<file path="config.mk">
export PLATFORM = sky130hd
export DESIGN_NAME = hp_encode_flat
export DESIGN_NICKNAME = d
export VERILOG_FILES = /design/src/rtl/hp_encode_if.sv /design/src/rtl/hp_encode.sv /design/src/flat_wrapper.sv
export SDC_FILE = /design/constraint.sdc
export NUM_CORES = 1
export LEC_CHECK = 0
export ABC_AREA = 0
export BUFFER_PORTS_ARGS = -buffer_cell sky130_fd_sc_hd__buf_2
export CAP_MARGIN = 20
export CORE_AREA = 2 2 108 110
export DETAILED_ROUTE_END_ITERATION = 8
export DIE_AREA = 0 0 110 112
export SYNTH_ARGS = -nofsm -noshare
export SYNTH_HDL_FRONTEND = slang
export SYNTH_SLANG_ARGS = --single-unit
</file>
<file path="constraint.sdc">
create_clock -name clk -period 3.4 [get_ports clk]
set_input_delay 0.34 -clock clk [delete_from_list [all_inputs] [get_ports clk]]
set_output_delay 0.34 -clock clk [all_outputs]
set_load 0.01 [all_outputs]
</file>
<file path="src/rtl/hp_encode_if.sv">
// hp_encode_if: request/result handshake bundle for the binary16 encoder
interface hp_encode_if;
  logic        in_valid;
  logic        in_ready;
  logic [2:0]  cls;
  logic        sign;
  logic [15:0] mag;
  logic [3:0]  scale;
  logic [8:0]  payload;
  logic        out_valid;
  logic        out_ready;
  logic [15:0] f;
  logic        snan;
  logic        qnan;
  logic        infinity;
  logic        zero;
  logic        subnormal;
  logic        normal;
  modport master (
    output in_valid, cls, sign, mag, scale, payload, out_ready,
    input  in_ready, out_valid, f, snan, qnan, infinity, zero, subnormal, normal
  );
  modport slave (
    input  in_valid, cls, sign, mag, scale, payload, out_ready,
    output in_ready, out_valid, f, snan, qnan, infinity, zero, subnormal, normal
  );
endinterface

</file>
<file path="src/rtl/hp_encode.sv">
// hp_encode: scaled integer / special class to IEEE binary16 with round-to-nearest-even
module hp_encode (
  input logic      clk,
  input logic      rst,
  hp_encode_if.slave bus
);
  typedef enum logic [1:0] {IDLE, NORM, ROUND, DONE} state_t;
  state_t      state_q, state_d;
  logic [15:0] mant_q, mant_d;
  logic [4:0]  e_q, e_d;
  logic        sign_q, sign_d;
  logic [15:0] f_q, f_d;
  logic [5:0]  flags_q, flags_d;
  logic [14:0] spec_bits;
  logic [5:0]  spec_fl;
  logic [4:0]  e_f;
  logic [14:0] base, rnd;
  logic        inc;
  assign bus.in_ready  = (state_q == IDLE) & ~rst;
  assign bus.out_valid = state_q == DONE;
  assign bus.f         = f_q;
  assign {bus.snan, bus.qnan, bus.infinity, bus.zero, bus.subnormal, bus.normal} = flags_q;
  assign e_f  = mant_q[15] ? e_q : 5'd0;
  assign base = {e_f, mant_q[14:5]};
  assign inc  = mant_q[4] & ((|mant_q[3:0]) | mant_q[5]);
  assign rnd  = base + {14'd0, inc};
  // encoding and flag set for requests that bypass normalisation
  always_comb begin
    spec_bits = 15'h7E00;
    spec_fl   = 6'b010000;
    case (bus.cls)
      3'd0, 3'd1: begin spec_bits = 15'h0000; spec_fl = 6'b000100; end
      3'd2:       begin spec_bits = 15'h7C00; spec_fl = 6'b001000; end
      3'd3:       begin spec_bits = {6'h3F, bus.payload}; spec_fl = 6'b010000; end
      3'd4:       begin spec_bits = {6'h3E, bus.payload == 9'd0 ? 9'h001 : bus.payload}; spec_fl = 6'b100000; end
      default:    ;
    endcase
  end
  // next state: accept, shift-normalise one bit per cycle, round, hold result
  always_comb begin
    state_d = state_q;
    mant_d  = mant_q;
    e_d     = e_q;
    sign_d  = sign_q;
    f_d     = f_q;
    flags_d = flags_q;
    case (state_q)
      IDLE: if (bus.in_valid) begin
        sign_d = bus.sign;
        if (bus.cls == 3'd0 && bus.mag != 16'd0) begin
          mant_d  = bus.mag;
          e_d     = 5'd30 - {1'b0, bus.scale};
          state_d = NORM;
        end else begin
          f_d     = {bus.sign, spec_bits};
          flags_d = spec_fl;
          state_d = DONE;
        end
      end
      NORM: if (mant_q[15] || e_q == 5'd1) state_d = ROUND;
      else begin
        mant_d = {mant_q[14:0], 1'b0};
        e_d    = e_q - 5'd1;
      end
      ROUND: begin
        f_d     = {sign_q, rnd};
        flags_d = rnd[14:10] == 5'h1F ? 6'b001000 : rnd[14:10] == 5'd0 ? 6'b000010 : 6'b000001;
        state_d = DONE;
      end
      DONE: if (bus.out_ready) begin
        flags_d = 6'd0;
        state_d = IDLE;
      end
      default: state_d = IDLE;
    endcase
  end
  // state register; reset drops any request in flight and clears the result
  always_ff @(posedge clk) begin
    if (rst) begin
      state_q <= IDLE;
      mant_q  <= 16'd0;
      e_q     <= 5'd0;
      sign_q  <= 1'b0;
      f_q     <= 16'd0;
      flags_q <= 6'd0;
    end else begin
      state_q <= state_d;
      mant_q  <= mant_d;
      e_q     <= e_d;
      sign_q  <= sign_d;
      f_q     <= f_d;
      flags_q <= flags_d;
    end
  end
endmodule

</file>
<file path="src/flat_wrapper.sv">
// flat-port wrapper written by rule: the top's interface ports become plain ports
module hp_encode_flat 
  (clk, rst, bus_in_valid, bus_cls, bus_sign, bus_mag, bus_scale, bus_payload, bus_out_ready, bus_in_ready, bus_out_valid, bus_f, bus_snan, bus_qnan, bus_infinity, bus_zero, bus_subnormal, bus_normal);
  hp_encode_if bus_i ();
  input logic clk;
  input logic rst;
  input wire logic [$bits(bus_i.in_valid)-1:0] bus_in_valid;
  input wire logic [$bits(bus_i.cls)-1:0] bus_cls;
  input wire logic [$bits(bus_i.sign)-1:0] bus_sign;
  input wire logic [$bits(bus_i.mag)-1:0] bus_mag;
  input wire logic [$bits(bus_i.scale)-1:0] bus_scale;
  input wire logic [$bits(bus_i.payload)-1:0] bus_payload;
  input wire logic [$bits(bus_i.out_ready)-1:0] bus_out_ready;
  output wire logic [$bits(bus_i.in_ready)-1:0] bus_in_ready;
  output wire logic [$bits(bus_i.out_valid)-1:0] bus_out_valid;
  output wire logic [$bits(bus_i.f)-1:0] bus_f;
  output wire logic [$bits(bus_i.snan)-1:0] bus_snan;
  output wire logic [$bits(bus_i.qnan)-1:0] bus_qnan;
  output wire logic [$bits(bus_i.infinity)-1:0] bus_infinity;
  output wire logic [$bits(bus_i.zero)-1:0] bus_zero;
  output wire logic [$bits(bus_i.subnormal)-1:0] bus_subnormal;
  output wire logic [$bits(bus_i.normal)-1:0] bus_normal;
  assign bus_i.in_valid = bus_in_valid;
  assign bus_i.cls = bus_cls;
  assign bus_i.sign = bus_sign;
  assign bus_i.mag = bus_mag;
  assign bus_i.scale = bus_scale;
  assign bus_i.payload = bus_payload;
  assign bus_i.out_ready = bus_out_ready;
  assign bus_in_ready = bus_i.in_ready;
  assign bus_out_valid = bus_i.out_valid;
  assign bus_f = bus_i.f;
  assign bus_snan = bus_i.snan;
  assign bus_qnan = bus_i.qnan;
  assign bus_infinity = bus_i.infinity;
  assign bus_zero = bus_i.zero;
  assign bus_subnormal = bus_i.subnormal;
  assign bus_normal = bus_i.normal;
  hp_encode u_core (.clk(clk), .rst(rst), .bus(bus_i));
endmodule
</file>
; After elaboration in Yosys (flattened, before gate mapping)
; Cells that the tools add are included.
[totals]
output_inout_bits = 24
register_bits = 46
[op_classes]
reduce_logical = 17
eq_ne = 15
n_mux = 26
bitwise = 4
n_addsub = 3
[ops]
columns = cell, count
row1 = 16-bit 2-to-1 mux, 5
row2 = 16-bit case mux with 2 select lines, 2
row3 = 15-bit case mux with 4 select lines, 1
row4 = 6-bit case mux with 3 select lines, 2
row5 = 6-bit 2-to-1 mux, 4
row6 = 5-bit 2-to-1 mux, 4
row7 = 16-bit nonzero test, 1
row8 = 15-bit by 1-bit adder with 15-bit output, 1
row9 = 2-bit 2-to-1 mux, 5
row10 = "2-bit != test, second input constant", 5
row11 = 5-bit case mux with 2 select lines, 1
row12 = 9-bit zero test, 1
row13 = 9-bit 2-to-1 mux, 1
row14 = 2-bit case mux with 4 select lines, 1
row15 = 4-bit AND reduction, 2
row16 = "3-bit by 2-bit == test with 1-bit output, second input constant", 2
row17 = 3-bit AND reduction, 2
row18 = "5-bit by 1-bit == test with 1-bit output, second input constant", 1
row19 = "5-bit == test, second input constant", 1
row20 = 5-bit zero test, 1
row21 = "5-bit by 1-bit subtractor with 5-bit output, second input constant", 1
row22 = "5-bit by 4-bit subtractor with 5-bit output, first input constant", 1
row23 = "2-bit == test, second input constant", 2
row24 = 2-bit nonzero test, 2
row25 = other kinds (15), 16

; Depth between registers and ports, before layout
; Gate-level depths: netlist of run 1.
[logic_depth]
ltp_word = 8
depth_mapped = 9

; Worst setup path before layout of run 1
; Ideal clock, no wire load.
[synth_path]
path_kind = flip-flop to flip-flop
from = reg u_core.mant_q[5]
to = reg u_core.flags_q[1]
setup_slack_ns = 0.947
arrival_ns = 2.383
setup_time_ns = 0.070
n_path_buf = 0
required_ns = 3.330
stages_incl_launch_ff = 9
path_cell_list = dfxtp_1 and2_1 ha_1 nand4_4 o31a_1 o21a_1 or4_1 or4_1 a21oi_1
[synth_via]
elab_chain_len = 7
[synth_rtl]
columns = element, line_no
row1 = start: declaration, hp_encode.sv:9  ; logic [15:0] mant_q, mant_d;
row2 = start signal: assignment, hp_encode.sv:88  ; mant_q <= mant_d;
row3 = 1-bit OR, hp_encode.sv:25  ; assign inc = mant_q[4] & ((|mant_q[3:0]) | mant_q[5]);
row4 = 1-bit bitwise AND, hp_encode.sv:25
row5 = 15-bit by 1-bit adder with 15-bit output *, hp_encode.sv:26  ; assign rnd = base + {14'd0, inc};
row6 = 5-bit zero test, hp_encode.sv:67  ; flags_d = rnd[14:10] == 5'h1F ? 6'b001000 : rnd[14:10] == 5'd0 ? 6'b000010 : 6'b000001;
row7 = 2-bit 2-to-1 mux, hp_encode.sv:67
row8 = 6-bit 2-to-1 mux *, hp_encode.sv:67
row9 = 6-bit case mux with 3 select lines *, hp_encode.sv:47  ; case (state_q)
row10 = end signal: assignment, hp_encode.sv:92  ; flags_q <= flags_d;
row11 = end: declaration, hp_encode.sv:13  ; logic [5:0] flags_q, flags_d;
; Mark *: on every way between the ends. The rest lies on a longest branch, timed or not.
; A chain may end at the register's enable or synchronous reset.

; Worst setup path in the final report of run 1
; Same ends and word-level chain as after synthesis.

==> impl_metrics.env, run 1 <==
export IMPL_finalSetupViolCount=0
export IMPL_cp_data_required_time_ps=3610
export IMPL_cts_root_buf="clkbuf_16"
export IMPL_cap_violations=0
export IMPL_antenna_cells=0
export IMPL_start_util=0.244
export IMPL_row_count=39
export IMPL_pin_count=61
export IMPL_min_period_ps=2660
export IMPL_highest_layer="met4"
export IMPL_worstHoldPathType="in -> reg"
export IMPL_ant_nets=0
export IMPL_post_cts_buffers=0
export IMPL_grt_start_max_net_pins=42
export IMPL_synth_top_family_by_area="simple AND/OR/NAND/NOR gates"
export IMPL_met3WireLength_um=427
export IMPL_clk_pin_slew_ps=60
export IMPL_antenna_found_initial=0
export IMPL_yosys_most_used_dff="dfxtp_1"
export IMPL_yosysSeqAreaShare=0.337
export IMPL_synth_compound_area_share=0.194
export IMPL_vdd_ir_drop_max_mv=0.237
export IMPL_cts_resized=0
export IMPL_yosys_area_share_simple=0.236
export IMPL_die_h_um=112
export IMPL_wl_per_cell_um=14.1
export IMPL_ctsHoldBuffers=0
export IMPL_hold_violations=0
export IMPL_synth_mux_area_frac=0.0990
export IMPL_synth_seq_cells=46
export IMPL_yosys_warnings=0
export IMPL_rsz0062_at_grt="false"
export IMPL_clock_sinks=46
export IMPL_cts_max_path_buffers=2
export IMPL_overflow=0
export IMPL_syn_area_um2=2730
export IMPL_worstSetupPathType="reg -> reg"
export IMPL_fin_nets=424
export IMPL_relSlewSlack=0.436
export IMPL_cts_tree="yes"
export IMPL_hpwlAfterDp_mm=5.70
export IMPL_period_share=0.782
export IMPL_totalPowerFinal_mw=2.86
export IMPL_final_setup_tns_ps=0
export IMPL_track_usage=0.124
export IMPL_syn_nets=377
export IMPL_synthArstFlopShare=0
export IMPL_p_seq_frac=0.367
export IMPL_synth_avg_cell_area_um2=8.25
export IMPL_die_w_um=110
export IMPL_insertion_delay_ps=280
export IMPL_synthTopCellsByCount="nor2_1, dfxtp_1, mux2i_1, a211oi_1, nand2_1"
export IMPL_vias_per_cell=4.91
export IMPL_fin_skew_ps=5.10
export IMPL_switching_power_mw=1.25
export IMPL_drive_gt1_frac=0.211
export IMPL_p_clk_frac=0.171
export IMPL_synth_adder_area_share=0.0449
export IMPL_cp_arrival_ps=2870
export IMPL_synth_top_area_share=0.337
export IMPL_route_detailed_drc=0
export IMPL_fmax_mhz=376
export IMPL_cp_start_kind="flop"
export IMPL_combinationalPowerShare=0.462
export IMPL_core_area_um2=11200
export IMPL_synth_most_common_cell="nor2_1"
export IMPL_outcome="complete, no violations"
export IMPL_leakagePower_nw=1.31
export IMPL_power_density_nw_per_um2=869
export IMPL_first_iter_violations=127
export IMPL_final_max_slew_viol_count=0
export IMPL_internal_power_mw=1.61
export IMPL_met1_length_mm=3.27
export IMPL_ys_top_cells_by_area="dfxtp_1, mux2i_1, nor2_1"
export IMPL_drt_wl_total_mm=7.37
export IMPL_worst_slew_pin_slew_ps=846
export IMPL_synth_edf_count=0
export IMPL_synth_top_area_cell="dfxtp_1"
export IMPL_p_sw_frac=0.436
export IMPL_firstDrtPassIters=5
export IMPL_cp_end_kind="flop"
export IMPL_grt_pass1_wl_mm=12.1
export IMPL_syn_to_final_growth_pct=20.6
export IMPL_first_global_vias=2457
export IMPL_routabilityCongestion=0.841
export IMPL_worstPathMaxFanout=6
export IMPL_h_tree_depth=2
export IMPL_vias=2563
export IMPL_die_area_um2=12300
export IMPL_synth_xor_area_frac=0.0353
export IMPL_syn_inst=331
export IMPL_met2_length_mm=3.53
export IMPL_portBuffers=60
export IMPL_cts_buffers=5
export IMPL_synth_cell_types=45
## layer usage
| layer | track usage | vias to the layer above |
|---|---|---|
| li1 | - | 1310 |
| met1 | 0.158 | 1183 |
| met2 | 0.200 | 60 |
| met3 | 0.0316 | 10 |
| met4 | 0.0456 | 0 |
| met5 | 0 | - |
## state kept, by name (all words and copies together), names as in the netlist
register and cells:
u_core.sign_q 1, u_core.flags_q 6, u_core.mant_q 16, u_core.bus.f 16, u_core.e_q 5, u_core.state_q 2
## final timing paths
path / start / endpoint / slack [ps] / depth (start not counted)
worst max-delay path: u_core.mant_q[5] / u_core.flags_q[1] / 740 / 8
worst min-delay path: bus_sign / u_core.sign_q / 330 / 3
worst max register to register: u_core.mant_q[5] / u_core.flags_q[1] / 740 / 8
worst min register to register: u_core.sign_q / u_core.sign_q / 450 / 2
## per-stage QoR
stage               hold WS (ps)  worst slack, ps  cells   util  area, um^2
finish                       325              742    522  0.295        3290
floorplan                    436              947    331      -        2730
global route                 335              503    522  0.295        3290
global placement             441              836    514  0.281        3150
detailed placement           452              760    514  0.281        3150
CTS                          325              746    522  0.295        3290
## logic make-up (layout without fill, tap and decap cells)
group                      count (synthesis)  in the layout
and+or+nand+nor                          126            126
muxes                                     27             27
DFF                                       46             46
xor gates and xnor gates                  11             11
buffers and inverters                     37             85
adders and majority gates                 10             10
AOI/OAI and AO/OA                         74             74
## power groups by stage
| stage | Combinational (mW) | Clock (mW) | Sequential (mW) |
|---|---|---|---|
| final | 1.32 | 0.490 | 1.05 |
| after global routing | 1.50 | 0.519 | 1.09 |
| after CTS | 1.33 | 0.501 | 1.05 |
| after detailed placement | 1.33 | 0 | 1.06 |
| after global placement | 1.30 | 0 | 1.05 |
| after floorplan | 1.04 | 0 | 0.966 |
## area by class of cell
| type | instances | area (um^2) |
|---|---|---|
| inverter | 13 | 48.8 |
| timing repair buffer | 64 | 330 |
| tap | 143 | 179 |
| fill | 1181 | 7880 |
| multi-input combinational | 248 | 1670 |
| clock inverter | 1 | 5.00 |
| clock buffer | 7 | 143 |
| sequential | 46 | 921 |
## cells in the final DEF (no fill, tap or decap), types with 3 or more instances in the layout
cell,synthesis,layout
a21oi_1,16,15
nor3b_1,3,3
inv_1,13,13
dfxtp_1,46,46
mux2i_1,27,27
nand2_1,18,18
xnor2_1,7,7
a211oi_1,23,23
nand3_1,8,8
a221oi_1,9,9
buf_2,6,60
ha_1,9,9
nand2b_1,5,5
nor2b_1,3,3
xor2_1,4,4
nand4_1,4,4
clkbuf_16,0,5
nor2_1,49,49
buf_4,0,4
o21ai_0,6,6
a31oi_1,3,3
nor4_1,10,10
nor3_1,14,14
## worst max-delay path, cell delays in order (launching register included)
cell	delay [ps]
dfxtp_1	400
and2_1	170
ha_1	260
nand4_4	140
o31a_1	340
o21a_1	210
or4_1	530
or4_1	410
a21oi_1	130
Note: power is estimated with default switching activity, not from simulation.
==> run 2, diff against run 1 <==
- clock period: 3.4 -> 2.2 ns (I/O delays scaled with it)
==> run 2 against run 1 <==
Net effect:
- sequential power grew 43%
- critical path depth stayed put
- routed wire length increased by 7.1%
- clock power is 54% higher
- count of clock-buffer cells in the layout is the same
- cell area rose by 12%
- clock skew grew 1.9 ps
- combinational power increased by 100%
- setup slack lost 740 ps
- largest cell class unchanged
- largest power group unchanged
==> impl_metrics.env, run 2 (same netlist as run 1, synthesis figures left out) <==
export IMPL_p_sw_frac=0.415
export IMPL_fin_nets=463
export IMPL_gr_usage_met2=0.227
export IMPL_antenna_found_initial=0
export IMPL_period_share=0.998
export IMPL_vias=2677
export IMPL_h_tree_depth=2
export IMPL_cp_arrival_ps=2410
export IMPL_min_period_ps=2200
export IMPL_grt_pass1_wl_mm=13.1
export IMPL_die_w_um=110
export IMPL_place_area_um2=3450
export IMPL_cts_buffers=5
export IMPL_cp_end_kind="flop"
export IMPL_routabilityCongestion=0.822
export IMPL_first_global_vias=2693
export IMPL_first_iter_violations=146
export IMPL_wl_per_cell_um=14.1
export IMPL_worstHoldPathType="in -> reg"
export IMPL_leakagePower_nw=1.57
export IMPL_cp_start_kind="flop"
export IMPL_pin_count=61
export IMPL_cap_violations=0
export IMPL_clk_pin_slew_ps=60
export IMPL_vdd_ir_drop_max_mv=0.556
export IMPL_antenna_cells=0
export IMPL_internal_power_mw=2.86
export IMPL_outcome="complete, no violations"
export IMPL_layout_common_cells="buf_2, nor2_1, dfxtp_1"
export IMPL_final_instance_count_excl_fill=561
export IMPL_max_stage_delay_ps=410
export IMPL_crit_chain="and2_4 -> ha_4 -> nand4_4 -> o31a_1 -> o21a_1 -> or4_4 -> or4_1 -> a21oi_1"
export IMPL_cts_max_path_buffers=2
export IMPL_fin_util=0.330
export IMPL_worst_slew_pin_slew_ps=794
export IMPL_worstSetupPathType="reg -> reg"
export IMPL_row_count=39
export IMPL_start_util=0.244
export IMPL_drt_wl_total_mm=7.90
export IMPL_insertion_delay_ps=290
export IMPL_track_usage=0.135
export IMPL_drive_gt1_frac=0.311
export IMPL_syn_to_final_growth_pct=35.1
export IMPL_fmax_mhz=455
export IMPL_route_detailed_drc=0
export IMPL_grt_start_max_net_pins=34
export IMPL_hpwlAfterDp_mm=6.21
export IMPL_totalPowerFinal_mw=4.89
export IMPL_finalWorstSetupSlack_ps=3.95
export IMPL_vias_per_cell=4.77
export IMPL_final_max_slew_viol_count=0
export IMPL_power_density_nw_per_um2=1330
export IMPL_fillerInstances=1145
export IMPL_combinationalPowerShare=0.540
export IMPL_hold_violations=0
export IMPL_cts_tree="yes"
export IMPL_holdWs_ps=194
export IMPL_finalSetupViolCount=0
export IMPL_portBuffers=60
export IMPL_dp_slack_ps=-119
export IMPL_final_cell_area_um2=3690
export IMPL_core_area_um2=11200
export IMPL_worstPathMaxFanout=3
export IMPL_fin_skew_ps=6.97
export IMPL_final_common_cell="buf_2"
export IMPL_placedCellCount=548
export IMPL_final_setup_tns_ps=0
export IMPL_p_clk_frac=0.154
export IMPL_switching_power_mw=2.03
export IMPL_critPathSlowestCell="or4_4"
export IMPL_clock_sinks=46
export IMPL_cts_root_buf="clkbuf_16"
export IMPL_overflow=0
export IMPL_die_h_um=112
export IMPL_cp_data_required_time_ps=2420
export IMPL_ant_nets=0
export IMPL_firstDrtPassIters=4
export IMPL_p_seq_frac=0.306
export IMPL_relSlewSlack=0.470
export IMPL_use_met3=0.0316
export IMPL_rsz0062_at_grt="true"
export IMPL_die_area_um2=12300
export IMPL_ctsHoldBuffers=0
export IMPL_grt_use_met1=0.167
export IMPL_grt_most_used_layer="met2"
[run 2: changes by cell type in the layout (fill, tap and decap cells not counted), sizes merged]
cell | previous run | this run
buf | 64 | 103
[run 2: repair_timing]
item,in CTS,in global routing
buffers inserted,4,1
pin swaps,3,2
gates resized for setup,1,9
endpoints found under the setup margin,1,8
[run 2: final timing paths]
path,cells after the start,endpoint,from,slack [ps]
worst min register to register,2,u_core.sign_q,u_core.sign_q,460
worst min-delay path,3,u_core.sign_q,bus_sign,190
worst max-delay path,8,u_core.flags_q[1],u_core.mant_q[4],4
worst max register to register,8,u_core.flags_q[1],u_core.mant_q[4],4
[run 2: final cells by class]
type | count | area [um^2] | share of cell area
Inverter | 13 | 48.8 | 0.0132
Timing Repair Buffer | 103 | 648 | 0.176
Clock inverter | 1 | 5.00 | 0.00136
Sequential cell | 46 | 926 | 0.251
Tap cell | 143 | 179 | 0.0485
Clock buffer | 7 | 143 | 0.0387
Multi-Input combinational cell | 248 | 1740 | 0.472
[run 2: critical path: cells and delay by family (launching register included)]
kind,cells,cell delay (ps)
and+or+nand+nor,4,1070
DFF,1,320
adders and majority gates,1,140
AOI/OAI and AO/OA,3,600
[run 2: power by group through the flow]
stage                     clock (mW)  combinational (mW)  sequential, mW
after floorplan                    0                1.61            1.50
after global placement             0                2.54            1.49
after detailed placement           0                2.57            1.51
after CTS                      0.779                2.62            1.48
after global routing           0.812                2.96            1.54
final                          0.753                2.64            1.50
[run 2: per-layer routing]
layer	vias up	wire, um
met4	0	133
li1	1380	-
met1	1230	3520
met2	55	3880
met5	-	0
met3	12	367
